===== config.mk =====
export PLATFORM = sky130hd
export DESIGN_NAME = aes_round_ctrl
export DESIGN_NICKNAME = d
export VERILOG_FILES = /design/src/rtl/aes_round_ctrl.sv
export SDC_FILE = /design/constraint.sdc
export NUM_CORES = 1
export LEC_CHECK = 0
export CAP_MARGIN = 15
export CORE_AREA = 10 10 300 302
export CTS_CLUSTER_DIAMETER = 30
export DETAILED_ROUTE_END_ITERATION = 10
export DIE_AREA = 0 0 310 312
export DONT_BUFFER_PORTS = 1
export HOLD_SLACK_MARGIN = 0.12
export SETUP_SLACK_MARGIN = 0.15
export SYNTH_ARGS = -nofsm -noshare
export SYNTH_HDL_FRONTEND = slang
export SYNTH_SLANG_ARGS = --single-unit

===== constraint.sdc =====
create_clock -name clk -period 3.9 [get_ports clk]
set_input_delay 0.195 -clock clk [delete_from_list [all_inputs] [get_ports clk]]
set_output_delay 0.195 -clock clk [all_outputs]
set_load 0.005 [all_outputs]

===== src/rtl/aes_round_ctrl.sv =====
// AES round sequencer: loads a block, walks the external round
// datapath through NR rounds, then holds the ciphertext for handoff.
module aes_round_ctrl #(
  parameter int NR = 10
) (
  input  logic         clk,
  input  logic         rst,
  input  logic         in_valid,
  output logic         in_ready,
  input  logic [127:0] in_data,
  input  logic         abort,
  output logic [3:0]   key_idx,
  input  logic [127:0] key_data,
  output logic [127:0] rnd_state,
  output logic [127:0] rnd_key,
  output logic [3:0]   rnd_num,
  output logic         rnd_final,
  input  logic [127:0] rnd_result,
  output logic         out_valid,
  input  logic         out_ready,
  output logic [127:0] out_data,
  output logic         busy,
  output logic [15:0]  blk_cnt
);

  typedef enum logic [1:0] {
    IDLE  = 2'd0,
    ROUND = 2'd1,
    HOLD  = 2'd2
  } state_t;

  localparam logic [3:0] LP_NR = 4'(NR);

  state_t       r_st;
  logic [127:0] r_data;
  logic [3:0]   r_cnt;
  logic [15:0]  r_blk_cnt;
  logic         w_last;

  assign w_last = (r_cnt == LP_NR);

  // Round counter parks at NR on the exit edge so it never exceeds NR.
  always_ff @(posedge clk or posedge rst) begin
    if (rst) begin
      r_st      <= IDLE;
      r_data    <= '0;
      r_cnt     <= '0;
      r_blk_cnt <= '0;
    end else begin
      unique case (r_st)
        IDLE: begin
          if (!abort && in_valid) begin
            r_data <= in_data ^ key_data;
            r_cnt  <= 4'd1;
            r_st   <= ROUND;
          end
        end
        ROUND: begin
          if (abort) begin
            r_st  <= IDLE;
            r_cnt <= '0;
          end else begin
            r_data <= rnd_result;
            if (w_last) begin
              r_st <= HOLD;
            end else begin
              r_cnt <= r_cnt + 4'd1;
            end
          end
        end
        HOLD: begin
          if (abort) begin
            r_st  <= IDLE;
            r_cnt <= '0;
          end else if (out_ready) begin
            r_st      <= IDLE;
            r_cnt     <= '0;
            r_blk_cnt <= r_blk_cnt + 16'd1;
          end
        end
        default: begin
          r_st  <= IDLE;
          r_cnt <= '0;
        end
      endcase
    end
  end

  always_comb begin
    key_idx = 4'd0;
    unique case (r_st)
      IDLE:    key_idx = 4'd0;
      ROUND:   key_idx = r_cnt;
      HOLD:    key_idx = LP_NR;
      default: key_idx = 4'd0;
    endcase
  end

  assign in_ready  = (r_st == IDLE);
  assign out_valid = (r_st == HOLD);
  assign busy      = (r_st == ROUND) || (r_st == HOLD);
  assign rnd_state = r_data;
  assign rnd_key   = key_data;
  assign rnd_num   = r_cnt;
  assign rnd_final = (r_st == ROUND) && w_last;
  assign out_data  = r_data;
  assign blk_cnt   = r_blk_cnt;

endmodule


==> results.json, run 1 <==
{
  "antenna_found_initial": 1,
  "die_y_um": 312,
  "synth_top_area_share_pct": 38.1,
  "synth_nets": 1590,
  "portBuffers": 0,
  "timing_hold_violations_final": 0,
  "fillCellCount": 9440,
  "grt_pass1_vias": 8364,
  "syn_to_final_growth_pct": 27.3,
  "drive_above_1_share_pct": 4.62,
  "initialDrtViolationCount": 416,
  "final_cell_mix": "dlygate4sd3_1 (258), dfrtp_1 (150), xnor2_1 (142), nand2_1 (142), nor2_1 (134)",
  "p_int_uw": 4900,
  "rows": 107,
  "yosysTopAreaCell": "dfrtp_1",
  "synthTopCellsByArea": "dfrtp_1 (38%), buf_4 (19%), xnor2_1 (13%), a21oi_1 (6.8%), nand2_1 (5.4%)",
  "setup_viol": 0,
  "yosysSeqAreaShare_pct": 38.1,
  "grt_max_degree": 145,
  "cp_data_arrival_time_ns": 2.97,
  "cts.repair.resized": 0,
  "p_sw_share_pct": 42.8,
  "h-tree-depth": 4,
  "slowest_delay_ns": 0.63,
  "cts_buffers": 17,
  "io_pins": 801,
  "ys_ff_latch": 150,
  "synth_edf_count": 0,
  "layout_commonest_cell": "dlygate4sd3_1",
  "slowest_stage": "dlygate4sd3_1",
  "power.density_nw_per_um2": 682,
  "vias": 7961,
  "initial_core_util_pct": 11.7,
  "clkPwrFrac_pct": 22.5,
  "worstHoldPathType": "in2reg",
  "drv_slew": 0,
  "fin_crit_ns": 2.55,
  "clk_latency_ns": 0.49,
  "fin_setup_tns_ns": 0,
  "postCtsSetupBuffers": 0,
  "design_area_um2": 12500,
  "p_comb_share_pct": 36.3,
  "seq_area_um2": 3750,
  "wl_per_cell_um": 20.4,
  "rsz0062_at_grt": "false",
  "cp_top_family": "buffers and inverters",
  "syn_inst": 1195,
  "core_um2": 84300,
  "dieWidth_um": 310,
  "pwr-share-seq_pct": 41.2,
  "path_clk_slew_ns": 0.06,
  "syn_avg_cell_area_um2": 8.25,
  "cts_tree": "done",
  "post-route-period-util_pct": 65.4,
  "track_usage_pct": 9.30,
  "postCtsHoldBufs": 258,
  "yosysWarnings": 0,
  "die-area_um2": 96700,
  "critPathLaunchType": "flip-flop",
  "p_sw_uw": 3660,
  "drt-total-wl_mm": 46.5,
  "multi_input_area_um2": 3940,
  "peakVddDrop_v": 0.000696,
  "cts_root_buf": "clkbuf_16",
  "fin_nets": 1573,
  "gp_congestion": 0.916,
  "cp_num_buf_inv": 3,
  "max_slew_margin_pct": 30.1,
  "max_freq_mhz": 392,
  "criticalPathCategory": "reg2reg",
  "dp_hpwl_mm": 37.4,
  "via_per_inst": 3.49,
  "cts_buffer_depth": 2,
  "drcViolationCount": 0,
  "p_leak_uw": 0.00476,
  "dr.pass1.iters": 4,
  "cp-end-kind": "flip-flop",
  "synth-main-ff-cell": "dfrtp_1",
  "synth-async-reset-ratio_pct": 100,
  "critPathMaxFanout": 5,
  "placed_area_um2": 9300,
  "worst_pin_slew_ns": 1.04,
  "crit_chain": "inv_1 > ha_1 > nand2b_1 > nor2_1 > dlygate4sd3_1 > nand2_1 > nand2_1 > dlygate4sd3_1",
  "fin_skew_ns": 0.0109,
  "maxCapViolCount": 0,
  "cts.sinks": 150,
  "crit_required_ns": 4.32,
  "overflow": 0,
  "ant_nets": 0,
  "grt_pass1_wl_mm": 63.1,
  "yosysUniqueCellTypes": 32,
  "status": "finished, final reports clean",
  "syn_area_um2": 9860
}
[final cells by class]
| type | count | share of cell area, % |
|---|---|---|
| Antenna cell | 1 | 0.0199 |
| Clock buffer | 18 | 3.50 |
| Clock inverter | 14 | 1.77 |
| Inverter | 6 | 0.209 |
| Multi-Input combinational cell | 726 | 31.4 |
| Sequential cell | 150 | 29.9 |
| Tap cell | 1090 | 10.9 |
| Timing Repair Buffer | 277 | 22.3 |
[cell families (layout without fill, tap and decap cells)]
kind of cell / after synthesis / in the layout / share of synthesized area, %
buffers and inverters: 319 / 315 / 22.1
and+or+nand+nor: 307 / 307 / 12.4
AOI/OAI and AO/OA: 268 / 268 / 13.7
DFF: 150 / 150 / 38.1
xor gates and xnor gates: 143 / 143 / 12.7
adders and majority gates: 6 / 6 / 0.761
muxes: 2 / 2 / 0.216
other: 0 / 1 / 0
[worst paths after layout]
check | startpoint | end | slack [ns] | cells past startpoint
max in group asynchronous | rst | out_data[110] | 3.14 | 3
worst max register to register | r_st[0] | blk_cnt[1] | 1.35 | 8
worst max-delay path | r_st[0] | blk_cnt[1] | 1.35 | 8
worst min-delay path | in_data[38] | out_data[38] | 0.17 | 4
min in group asynchronous | rst | out_data[37] | 0.27 | 3
worst min register to register | blk_cnt[14] | blk_cnt[14] | 0.53 | 1
[state kept, by name, summed over array words and instances, names as in the netlist]
| signal | cells |
|---|---|
| out_data | 128 |
| blk_cnt | 16 |
| rnd_num | 4 |
| r_st | 2 |
[worst register-to-register path, delay by kind of cell (launching register included)]
kind	cells	cell delay, ns
adders and majority gates	1	0.39
buffers and inverters	3	1.27
DFF	1	0.42
and+or+nand+nor	4	0.41
[cell usage after synthesis, types with 4 or more instances]
cell type / number
buf_4: 256
dfrtp_1: 150
nand2_1: 142
xnor2_1: 142
nor2_1: 134
a21oi_1: 133
o21ai_0: 91
clkbuf_1: 47
o21ai_1: 40
nand3_1: 8
buf_2: 6
ha_1: 6
inv_1: 6
nand4_1: 5
nand2b_1: 4
[power by group through the flow]
| stage | logic (uW) | registers, uW | clock network (uW) |
|---|---|---|---|
| global placement | 2080 | 3630 | 0 |
| CTS | 3060 | 3610 | 2040 |
| finish | 3110 | 3530 | 1920 |
| detailed placement | 2160 | 3640 | 0 |
| global route | 3480 | 3690 | 2090 |
| floorplan | 2690 | 2690 | 0 |
[metal layers]
layer / share of wire (%) / global-route usage (%) / wire [um]
met1: 36 / 9.33 / 16600
met2: 49 / 15.7 / 22800
met3: 13 / 5.12 / 5950
met4: 2.5 / 4.06 / 1180
met5: 0 / 0 / 0
[through the flow]
step / cells / utilization [%] / worst slack [ns] / hold slack (ns) / total power (uW)
finish: 2282 / 14.9 / 1.35 / 0.169 / 8560
global route: 2282 / 14.9 / 1.20 / 0.197 / 9270
CTS: 2281 / 14.9 / 1.37 / 0.138 / 8710
detailed placement: 1991 / 11.0 / 1.49 / 0.212 / 5800
global placement: 1991 / 11.0 / 1.57 / 0.206 / 5710
floorplan: 1195 / - / 1.82 / 0.376 / 5380
Note: power is estimated with default switching activity, not from simulation.
==> run 2: changes to the inputs <==
clock period = 2.13 ns   (was 3.9 ns; I/O delays follow)
==> run 2 against run 1 <==
Against the previous run: largest power group unchanged; clock power is 81% higher; power is 79% higher; via count is 11% higher; clock skew is 0.0018 ns higher; critical path type unchanged.
==> results.json, run 2 (synthesis results as in run 1) <==
{
  "post-route-period-util_pct": 88.4,
  "largest_register_ffs": 128,
  "die_y_um": 312,
  "crit_required_ns": 2.52,
  "max_freq_mhz": 531,
  "critPathLaunchType": "flip-flop",
  "core_um2": 84300,
  "cts.sinks": 150,
  "p_leak_uw": 0.00547,
  "critPathMaxFanout": 31,
  "overflow": 0,
  "status": "finished, final reports clean",
  "path_clk_slew_ns": 0.07,
  "track_usage_pct": 10.4,
  "max_slew_margin_pct": 58.0,
  "cts_buffer_depth": 2,
  "cts_root_buf": "clkbuf_16",
  "rows": 107,
  "antenna_found_initial": 3,
  "power.density_nw_per_um2": 1090,
  "wl_per_cell_um": 21.5,
  "via_per_inst": 3.64,
  "criticalPathCategory": "reg2reg",
  "worstHoldPathType": "in2async",
  "drv_slew": 0,
  "timing_hold_violations_final": 0,
  "rsz0062_at_grt": "true",
  "dp_hpwl_mm": 37.7,
  "vias": 8849,
  "initial_core_util_pct": 11.7,
  "dr.pass1.iters": 5,
  "dieWidth_um": 310,
  "portBuffers": 0,
  "fin_crit_ns": 1.88,
  "drcViolationCount": 0,
  "drt-total-wl_mm": 52.2,
  "fin_setup_tns_ns": 0,
  "maxCapViolCount": 0,
  "io_pins": 801,
  "fin_nets": 1721,
  "cp_data_arrival_time_ns": 2.27,
  "cts_buffers": 17,
  "cp-end-kind": "flip-flop",
  "die-area_um2": 96700,
  "final_cell_mix": "dlygate4sd3_1 (387), dfrtp_1 (150), xnor2_1 (142), nand2_1 (142), nor2_1 (134)",
  "drive_above_1_share_pct": 5.60,
  "h-tree-depth": 4,
  "grt_max_degree": 83,
  "worst_pin_slew_ns": 0.630,
  "initialDrtViolationCount": 719,
  "cts_tree": "done",
  "grt_pass1_vias": 9365,
  "layout_commonest_cell": "dlygate4sd3_1",
  "peakVddDrop_v": 0.000637,
  "ant_nets": 0,
  "clk_latency_ns": 0.49,
  "hold_slack_ns": 0.191,
  "grt_pass1_wl_mm": 70.7,
  "fin_skew_ns": 0.0127,
  "gp_congestion": 0.921,
  "syn_to_final_growth_pct": 42.9,
  "setup_viol": 0,
  "fillCellCount": 9246
}
-- run 2: changes by cell type in the layout (fill, tap and decap cells not counted), sizes merged --
cell / previous run / this run
diode: 1 / 2
clkinvlp: 1 / 3
dlygate4sd3: 258 / 387
bufinv: 5 / 4
clkbuf: 18 / 20
clkinv: 6 / 4
bufbuf: 0 / 1
buf: 19 / 36
-- run 2: worst paths after layout --
path	from	to	slack (ns)	cells after the start
worst max-delay path	r_st[1]	out_data[58]	0.25	8
worst min-delay path	rst	out_data[38]	0.19	3
worst max register to register	r_st[1]	out_data[58]	0.25	8
worst min register to register	blk_cnt[14]	blk_cnt[14]	0.55	1
max in group asynchronous	rst	out_data[110]	1.37	3
min in group clk	key_data[108]	rnd_key[108]	0.21	0
-- run 2: what timing repair did --
action,CTS,global route
setup buffers,2,0
setup endpoints to repair,3,9
hold buffers,387,0
gates cloned,1,1
resized for setup,2,4
hold endpoints to repair,296,0
-- run 2: worst max-delay path, stage by stage (launching register included) --
cell	delay, ns
dfrtp_1	0.41
inv_1	0.12
ha_2	0.21
mux2i_1	0.19
or2_4	0.17
buf_12	0.19
buf_16	0.20
nand2_1	0.09
o21ai_0	0.13
-- run 2: power by group --
group,switching [uW],internal (uW)
combinational,3070,2450
sequential,2380,3980
clock,1470,2010
-- run 2: layout make-up --
class,count,area (um^2),share of cell area (%)
Timing Repair Buffer,425,4350,30.9
Multi-Input combinational cell,726,3950,28.0
Sequential cell,150,3750,26.6
Tap cell,1090,1360,9.68
Clock buffer,19,443,3.14
Clock inverter,13,195,1.39
Inverter,6,26.3,0.187
Antenna cell,2,5.00,0.0355
-- run 2: per-stage QoR --
step	instance area, um^2	setup WS, ns	std cells	power [uW]	util [%]
after floorplan	9860	0.135	1195	9860	-
after global placement	9470	0.320	2006	10700	11.2
after detailed placement	9470	0.273	2006	10900	11.2
after CTS	14000	0.215	2428	15400	16.6
after global routing	14100	0.148	2430	16500	16.7
final	14100	0.248	2431	15400	16.7
-- run 2: metal layers --
layer | share of wire, % | vias up | global-route usage [%]
met2 | 49 | 676 | 17.8
met4 | 2.6 | 0 | 3.79
li1 | - | 3889 | -
met1 | 36 | 4197 | 10.4
met3 | 13 | 87 | 5.70
met5 | 0 | - | 0
==> run 3: changes to the inputs <==
PLACE_DENSITY = 0.3   (was not set)
==> run 3 against run 2 <==
Against the previous run: fmax increased by 2.8%; clock power decreased by 8.3%; count of clock-buffer cells in the layout increased by 4; first-iteration DRC count decreased by 46%; sequential power decreased by 6.3%; highest routed layer is now met5; power decreased by 5.1%; global-route usage decreased by 1.5 points; critical path type is now reg2out.
==> results.json, run 3 (synthesis results as in run 1) <==
{
  "layout_commonest_cell": "dlygate4sd3_1",
  "track_usage_pct": 8.87,
  "cp_data_arrival_time_ns": 1.72,
  "grt_pass1_wl_mm": 62.7,
  "cts.sinks": 150,
  "io_pins": 801,
  "drive_above_1_share_pct": 6.29,
  "instances_no_fill": 2445,
  "slowest_stage": "dfrtp_1",
  "pwr-share-seq_pct": 40.9,
  "dieWidth_um": 310,
  "p_int_uw": 8330,
  "rsz0062_at_grt": "false",
  "cp-end-kind": "output pin",
  "crit_chain": "inv_2 > ha_4 > buf_12 > buf_6 > and2_1",
  "dr.pass1.iters": 5,
  "worst_pin_slew_ns": 0.557,
  "syn_to_final_growth_pct": 43.3,
  "status": "finished, final reports clean",
  "final_cell_mix": "dlygate4sd3_1 (389), dfrtp_1 (149), xnor2_1 (142), nand2_1 (142), nor2_1 (134)",
  "maxCapViolCount": 0,
  "power.density_nw_per_um2": 1030,
  "drcViolationCount": 0,
  "fillCellCount": 9417,
  "fin_nets": 1735,
  "die_y_um": 312,
  "initial_core_util_pct": 11.7,
  "p_comb_share_pct": 37.2,
  "wl_per_cell_um": 18.0,
  "crit_required_ns": 2.02,
  "largest_register_ffs": 128,
  "via_per_inst": 3.46,
  "grt_max_degree": 61,
  "drv_slew": 0,
  "max_freq_mhz": 546,
  "cts_tree": "done",
  "clkPwrFrac_pct": 21.9,
  "die-area_um2": 96700,
  "max_slew_margin_pct": 62.9,
  "peakVddDrop_v": 0.000616,
  "criticalPathCategory": "reg2out",
  "gp_congestion": 0.804,
  "path_clk_slew_ns": 0.06,
  "critPathLaunchType": "flip-flop",
  "grt_pass1_vias": 9243,
  "vias": 8457,
  "ant_nets": 0,
  "p_sw_share_pct": 42.8,
  "slowest_delay_ns": 0.40,
  "cts_buffers": 17,
  "cts_buffer_depth": 2,
  "post-route-period-util_pct": 85.9,
  "cts_root_buf": "clkbuf_16",
  "setup_viol": 0,
  "rows": 107,
  "fin_skew_ns": 0.0113,
  "antenna_found_initial": 5,
  "h-tree-depth": 4,
  "p_leak_uw": 0.00550,
  "worstHoldPathType": "in2out",
  "fin_crit_ns": 1.83,
  "portBuffers": 0,
  "critPathMaxFanout": 16,
  "p_sw_uw": 6240,
  "placed_cells": 2018,
  "fin_setup_tns_ns": 0,
  "clk_latency_ns": 0.49,
  "timing_hold_violations_final": 0,
  "initialDrtViolationCount": 388,
  "core_um2": 84300,
  "dp_hpwl_mm": 32.9,
  "overflow": 0,
  "drt-total-wl_mm": 44.1
}
[run 3: power by group through the flow]
stage | logic [uW] | registers, uW | clock network [uW]
detailed placement | 4380 | 6100 | 0
global placement | 4280 | 6110 | 0
CTS | 5480 | 6060 | 3410
floorplan | 4930 | 4930 | 0
finish | 5420 | 5960 | 3190
global route | 6130 | 6200 | 3500
[run 3: worst paths after layout]
path	from	end	slack [ns]	cells past startpoint
min in group asynchronous	rst	out_data[76]	0.42	3
min reg2reg	blk_cnt[15]	blk_cnt[15]	0.53	1
max in group asynchronous	rst	out_data[127]	1.18	3
min	key_data[120]	rnd_key[120]	0.21	0
max reg2reg	r_st[1]	out_data[44]	0.31	9
max	r_st[1]	rnd_final	0.30	5
[run 3: critical path: cells and delay by family (launching register included)]
kind,cells,cell delay (ns)
adder cells (fa/ha/maj),1,0.18
flip-flops,1,0.40
buffers and inverters,3,0.44
AND/OR/NAND/NOR,1,0.20
[run 3: repair_timing]
| item | in CTS | in global routing |
|---|---|---|
| setup endpoints to repair | 3 | 10 |
| setup buffers | 2 | 0 |
| resized for setup | 2 | 2 |
| endpoints found under the hold margin | 290 | 0 |
| cloned | 2 | 0 |
| hold buffers | 389 | 0 |
[run 3: stage by stage]
step / area [um^2] / total power [uW] / setup WS [ns] / util [%] / hold WS (ns)
floorplan: 9860 / 9860 / 0.135 / - / 0.287
global placement: 9560 / 10400 / 0.355 / 11.3 / 0.0433
detailed placement: 9560 / 10500 / 0.332 / 11.3 / 0.0491
CTS: 14100 / 14900 / 0.161 / 16.7 / 0.188
global route: 14100 / 15800 / 0.170 / 16.8 / 0.213
finish: 14100 / 14600 / 0.300 / 16.8 / 0.213
[run 3: metal layers]
metal | global-route usage [%] | share of wire, %
met5 | 0 | 0.030
met4 | 3.63 | 2.4
met3 | 3.79 | 9.3
met2 | 15.5 | 51
met1 | 9.23 | 37
[run 3: area by class of cell]
type | instances | area, um^2 | share of cell area, %
diodes | 3 | 7.51 | 0.0531
clock buffers | 23 | 488 | 3.45
clock inverters | 8 | 97.6 | 0.690
inverters | 6 | 26.3 | 0.186
multi-input cells | 726 | 3940 | 27.9
flip-flops and latches | 150 | 3750 | 26.6
well taps | 1090 | 1360 | 9.65
repair buffers | 439 | 4460 | 31.5
